$ cat config.mk
export PLATFORM = sky130hd
export DESIGN_NAME = mc_ctrl
export DESIGN_NICKNAME = d
export VERILOG_FILES = /design/src/rtl/mc_ctrl.sv
export SDC_FILE = /design/constraint.sdc
export NUM_CORES = 1
export LEC_CHECK = 0
export BUFFER_PORTS_ARGS = -buffer_cell sky130_fd_sc_hd__buf_2
export CAP_MARGIN = 25
export CORE_ASPECT_RATIO = 0.5
export CORE_MARGIN = 1.5
export CORE_UTILIZATION = 35
export CTS_CLUSTER_DIAMETER = 80
export DETAILED_ROUTE_END_ITERATION = 8
export HOLD_SLACK_MARGIN = 0.1
export PLACE_DENSITY_LB_ADDON = 0.05
export SYNTH_ARGS = -nofsm -noshare
export SYNTH_HDL_FRONTEND = slang
export SYNTH_SLANG_ARGS = --single-unit
$ cat constraint.sdc
create_clock -name clk -period 1.6 [get_ports clk]
set_clock_uncertainty 0.1 [all_clocks]
set_input_delay 0.24 -clock clk [delete_from_list [all_inputs] [get_ports clk]]
set_output_delay 0.24 -clock clk [all_outputs]
set_load 0.005 [all_outputs]
$ cat src/rtl/mc_ctrl.sv
// mc_ctrl: multi-cycle FETCH/DECODE/EXEC/MEM/WB control sequencer for the RV32I core.
// Define MC_CTRL_PERF_EN to build the 64-bit cycle and retired-instruction counters.
module mc_ctrl (
  input  logic        clk,
  input  logic        rst_n,
  input  logic        load,
  input  logic        store,
  input  logic        branch,
  input  logic        jalr,
  input  logic        jal,
  input  logic        lui,
  input  logic        auipc,
  input  logic        op_imm,
  input  logic        op,
  input  logic        system,
  input  logic [4:0]  rd,
  input  logic        br_taken,
  output logic        imem_req,
  input  logic        imem_ack,
  output logic        dmem_req,
  output logic        dmem_we,
  input  logic        dmem_ack,
  output logic        ir_we,
  output logic        mdr_we,
  output logic        pc_we,
  output logic [1:0]  pc_sel,
  output logic        rf_we,
  output logic [1:0]  wb_sel,
  output logic        alu_a_sel,
  output logic        alu_b_sel,
  output logic [2:0]  imm_sel,
  output logic        halted,
  output logic        illegal,
  output logic [63:0] cycle_cnt,
  output logic [63:0] instret_cnt
);

  localparam logic [1:0] PC_PLUS4 = 2'd0;
  localparam logic [1:0] PC_REL   = 2'd1;
  localparam logic [1:0] PC_JALR  = 2'd2;
  localparam logic [1:0] WB_ALU   = 2'd0;
  localparam logic [1:0] WB_MDR   = 2'd1;
  localparam logic [1:0] WB_PC4   = 2'd2;
  localparam logic [1:0] WB_IMMU  = 2'd3;
  localparam logic [2:0] IMM_I    = 3'd0;
  localparam logic [2:0] IMM_S    = 3'd1;
  localparam logic [2:0] IMM_B    = 3'd2;
  localparam logic [2:0] IMM_U    = 3'd3;
  localparam logic [2:0] IMM_J    = 3'd4;

  typedef enum logic [2:0] {
    S_IDLE, S_FETCH, S_DECODE, S_EXEC, S_MEM, S_WB, S_STOP
  } state_e;

  state_e state_q, state_d;
  logic   halted_q, halted_d;
  logic   illegal_q, illegal_d;
  logic   is_store_q, is_store_d;
  logic   any_flag;
  logic   rf_wr;

  assign any_flag = |{load, store, branch, jalr, jal, lui, auipc, op_imm, op, system};

  always_ff @(posedge clk or negedge rst_n) begin
    if (!rst_n) begin
      state_q    <= S_IDLE;
      halted_q   <= 1'b0;
      illegal_q  <= 1'b0;
      is_store_q <= 1'b0;
    end else begin
      state_q    <= state_d;
      halted_q   <= halted_d;
      illegal_q  <= illegal_d;
      is_store_q <= is_store_d;
    end
  end

  // Next-state and datapath controls; the store/load choice is latched in EXEC so dmem_we stays stable in MEM.
  always_comb begin
    state_d    = state_q;
    halted_d   = halted_q;
    illegal_d  = illegal_q;
    is_store_d = is_store_q;
    imem_req   = 1'b0;
    dmem_req   = 1'b0;
    dmem_we    = 1'b0;
    ir_we      = 1'b0;
    mdr_we     = 1'b0;
    pc_we      = 1'b0;
    pc_sel     = PC_PLUS4;
    rf_wr      = 1'b0;
    wb_sel     = WB_ALU;
    alu_a_sel  = 1'b0;
    alu_b_sel  = 1'b0;
    imm_sel    = IMM_I;
    case (state_q)
      S_IDLE: state_d = S_FETCH;
      S_FETCH: begin
        imem_req = 1'b1;
        if (imem_ack) begin
          ir_we   = 1'b1;
          state_d = S_DECODE;
        end
      end
      S_DECODE: begin
        if (!any_flag) begin
          illegal_d = 1'b1;
          state_d   = S_STOP;
        end else if (system) begin
          halted_d = 1'b1;
          state_d  = S_STOP;
        end else begin
          state_d = S_EXEC;
        end
      end
      S_EXEC: begin
        state_d = S_FETCH;
        if (op) begin
          wb_sel = WB_ALU;
          rf_wr  = 1'b1;
          pc_we  = 1'b1;
        end else if (op_imm) begin
          alu_b_sel = 1'b1;
          imm_sel   = IMM_I;
          rf_wr     = 1'b1;
          pc_we     = 1'b1;
        end else if (lui) begin
          wb_sel  = WB_IMMU;
          imm_sel = IMM_U;
          rf_wr   = 1'b1;
          pc_we   = 1'b1;
        end else if (auipc) begin
          alu_a_sel = 1'b1;
          alu_b_sel = 1'b1;
          imm_sel   = IMM_U;
          wb_sel    = WB_ALU;
          rf_wr     = 1'b1;
          pc_we     = 1'b1;
        end else if (jal) begin
          imm_sel = IMM_J;
          wb_sel  = WB_PC4;
          pc_sel  = PC_REL;
          rf_wr   = 1'b1;
          pc_we   = 1'b1;
        end else if (jalr) begin
          imm_sel = IMM_I;
          wb_sel  = WB_PC4;
          pc_sel  = PC_JALR;
          rf_wr   = 1'b1;
          pc_we   = 1'b1;
        end else if (branch) begin
          imm_sel = IMM_B;
          pc_sel  = br_taken ? PC_REL : PC_PLUS4;
          pc_we   = 1'b1;
        end else if (load || store) begin
          alu_b_sel  = 1'b1;
          imm_sel    = store ? IMM_S : IMM_I;
          is_store_d = store;
          state_d    = S_MEM;
        end
      end
      S_MEM: begin
        dmem_req = 1'b1;
        dmem_we  = is_store_q;
        if (dmem_ack) begin
          if (is_store_q) begin
            pc_we   = 1'b1;
            state_d = S_FETCH;
          end else begin
            mdr_we  = 1'b1;
            state_d = S_WB;
          end
        end
      end
      S_WB: begin
        rf_wr   = 1'b1;
        wb_sel  = WB_MDR;
        pc_we   = 1'b1;
        pc_sel  = PC_PLUS4;
        state_d = S_FETCH;
      end
      S_STOP: state_d = S_STOP;
      default: state_d = S_IDLE;
    endcase
  end

  // x0 is hardwired, so no instruction may write it.
  assign rf_we   = rf_wr && (rd != 5'd0);
  assign halted  = halted_q;
  assign illegal = illegal_q;

`ifdef MC_CTRL_PERF_EN
  localparam int unsigned CNT_W = 64;

  logic [CNT_W-1:0] cycle_cnt_q, cycle_cnt_d;
  logic [CNT_W-1:0] instret_cnt_q, instret_cnt_d;

  always_comb begin
    cycle_cnt_d   = cycle_cnt_q;
    instret_cnt_d = instret_cnt_q;
    if (state_q != S_IDLE && state_q != S_STOP) cycle_cnt_d = cycle_cnt_q + CNT_W'(1);
    if (pc_we) instret_cnt_d = instret_cnt_q + CNT_W'(1);
  end

  always_ff @(posedge clk or negedge rst_n) begin
    if (!rst_n) begin
      cycle_cnt_q   <= '0;
      instret_cnt_q <= '0;
    end else begin
      cycle_cnt_q   <= cycle_cnt_d;
      instret_cnt_q <= instret_cnt_d;
    end
  end

  assign cycle_cnt   = cycle_cnt_q;
  assign instret_cnt = instret_cnt_q;
`else
  assign cycle_cnt   = '0;
  assign instret_cnt = '0;
`endif

endmodule

==> results by group <==
Outcome
  • Outcome: complete, but fails checks
  • Failing checks: negative setup slack

Power and ir drop
  • Worst vdd ir: 0.328 mV
  • Pwr Density: between 800 and 900 nW/um^2
  • Leakage: 0.000927 uW

Setup path
  • Crit path kind: flop to output port
  • Critical path peak fanout: 3
  • Critical Path AT: 1300 ps
  • Cell Chain, Critical Path: nor2b_4 -> nand3_2 -> buf_6 -> a21oi_2 -> buf_2
  • Worst-case reg-to-reg path depth: 4
  • WP data required: about 1300 ps
  • Crit path max-delay cell type: dfrtp_1
  • Setup crit start kind: flop
  • CP peak stage delay: 370 ps
  • Critical Path End Type: output port

Timing
  • Period utilisation layout: 103%
  • Maximum clock frequency: 608 MHz
  • Fin. max-slew vios: 0
  • Min cycle time layout: 1640 ps
  • Count of final hold-check violations: 0
  • # setup viols final: 5
  • Final worst slack: -44.3 ps
  • RSZ-0062 raised after global routing: true

Layout
  • Nets@finish: 280
  • Multi-input logic area: ~960 sq um
  • Final Cell Area: 1560 sq um
  • Commonest non-fill, non-tap cell in the layout: conb_1
  • Final Core Density: 38.6%
  • Area delta synth->final: 2.22%
  • Most frequent cells in the layout: conb_1 (128), buf_2 (37), buf_4 (10), nor2_1 (8), inv_1 (7)
  • Ant. Diodes: 0
  • FILL cells: 464
  • Reg area: 151 sq um
  • Share of layout cells above drive strength 1: 30.2%

Floorplanning
  • Chip Width: 96.4 microns
  • Die area: 4790 sq um
  • # rows: 16
  • Top-level port count: ~170
  • Initial Util: 37.7%
  • Core area: 4040 sq um
  • DIE HEIGHT: 49.7 microns

GRT
  • GRT overflow: 0
  • First-pass GRT wire length: 3640 microns
  • All-Layer GR Usage: 9.52%
  • Initial antenna violation count: 0
  • Pin count of the biggest net entering global routing: 9
  • Vias in the first global route: just over 800

Placed design
  • HPWL Detailed: 2130 microns
  • Final RePlAce weighted congestion: about 0.74
  • IO buf count: 37
  • DP Worst Slack: 68.8 ps
  • Placed cell area: roughly 1400 sq um

Route
  • 1st-iter DRT viols: 25
  • Count of antenna-violating nets left after detailed routing: 0
  • Drt drc: 0
  • WL per Instance: 8.37 microns
  • Total number of vias: 1096
  • DRT Pass-1 Iters: 4
  • Avg Vias per Cell: about 3.5
  • Final WL: 2610 microns

Clock network
  • Clock root buffer: clkbuf_8
  • # clock sinks: 6
  • CTS tree: done
  • Cts bufs inserted: 3
  • CTS max path bufs: 2
  • CTS clk-pin slew, worst paths: 40 ps
  • Latest clock arrival within the worst-skew pair: ~220 ps
  • H-tree depth: 1

Synthesis
  • Top-area cell type share of the netlist area: 63.0%
  • Area leader, netlist: buf_4
  • Synth area leaders: buf_4 (63%), dfrtp_1 (9.8%), nor2_1 (3.0%)
  • Post-Syn Area: between 1500 and 2000 sq um
  • Distinct cell type count of the synthesized netlist: 33
  • Synth Instances: 208
  • Avg Cell Area, Syn: 7.33 sq um
  • FF+latch count, synth: 6
  • Sequential area share after synthesis: 9.84%
  • Warnings from Yosys: 0

Worst hold path
  • WHS Path Cells: 2
  • Hold Crit Class: input pin to flop

Flow run
  • Max-cap violations: 0
## metrics by stage
stage	total power (uW)	hold slack, ps	TNS, ps	std cells
3_3_place_gp	906	-26.5	0	305
5_1_grt	1440	218	-813	312
3_5_place_dp	882	-26.8	0	305
6_report	1340	215	-152	312
2_1_floorplan	841	-156	0	335
4_1_cts	1220	212	-238	311
## per-layer routing
| metal | up-vias | global-route usage, % | wire length (microns) |
|---|---|---|---|
| met5 | - | 0 | 0 |
| met3 | 0 | 0.617 | 230 |
| li1 | 517 | - | - |
| met4 | 0 | 2.90 | 0 |
| met2 | 74 | 18.8 | 1470 |
| met1 | 505 | 10.8 | 912 |
## worst paths after layout
kind,startpoint,to,slack (ps)
setup / recovery,state_q[1],imm_sel[1],-40
hold / removal,system,halted,220
setup reg to reg,state_q[0],state_q[2],210
hold reg to reg,halted,halted,360
max in group asynchronous,rst_n,state_q[0],950
min in group asynchronous,rst_n,halted,290
## cells by family after synthesis
group | after synthesis | synth area share (%)
buffers and inverters | 139 | 66.0
and+or+nand+nor | 40 | 14.6
AOI/OAI and AO/OA | 22 | 9.27
DFF | 6 | 9.84
other | 1 | 0.246
## area by class of cell
type,count,share of cell area (%)
Clock buffer,3,2.65
Inverter,7,1.69
Timing Repair Buffer,52,20.2
Tap cell,54,4.33
Multi-Input combinational cell,190,61.4
Sequential cell,6,9.71
## critical path: cells and delay by family (launching register included)
kind                   cells  cell delay [ps]
and+or+nand+nor            2              320
AOI/OAI and AO/OA          1              110
buffers and inverters      2              280
DFF                        1              370
## state kept, by name (all words and copies together), names as in the netlist
register / count
illegal: 1
is_store_q: 1
halted: 1
state_q: 3
## timing repair
action	CTS	global route
hold endpoints to repair	6	0
pin swaps	4	6
buffers inserted	2	1
hold buffers	1	0
endpoints found under the setup margin	14	14
resized for setup	18	12
## synth_stat cells
master and n:
buf_4 128, nor2_1 12, inv_1 7, nand2_1 7, a21oi_1 6, dfrtp_1 6
buf_2 4, nor3_1 4, a31oi_1 3, and2_1 3, nand3_1 3, o21ai_1 3
a21o_1 2, a221oi_1 1, a22oi_1 1, a41o_1 1, conb_1 1, nand2_2 1
nand2b_1 1, nand3_2 1, nand3b_1 1, nor2b_1 1, nor3_2 1, nor3b_1 1
nor4_1 1, nor4_4 1, nor4b_1 1, o21ai_0 1, o221ai_1 1, o22ai_1 1
o31ai_1 1, o32ai_1 1, or4_1 1
## power by group
group / switching [uW] / internal, uW
Combinational: 472 / 399
Sequential: 51.2 / 198
Clock: 58.9 / 161
Total: 582 / 758
Note: power is estimated with default switching activity, not from simulation.
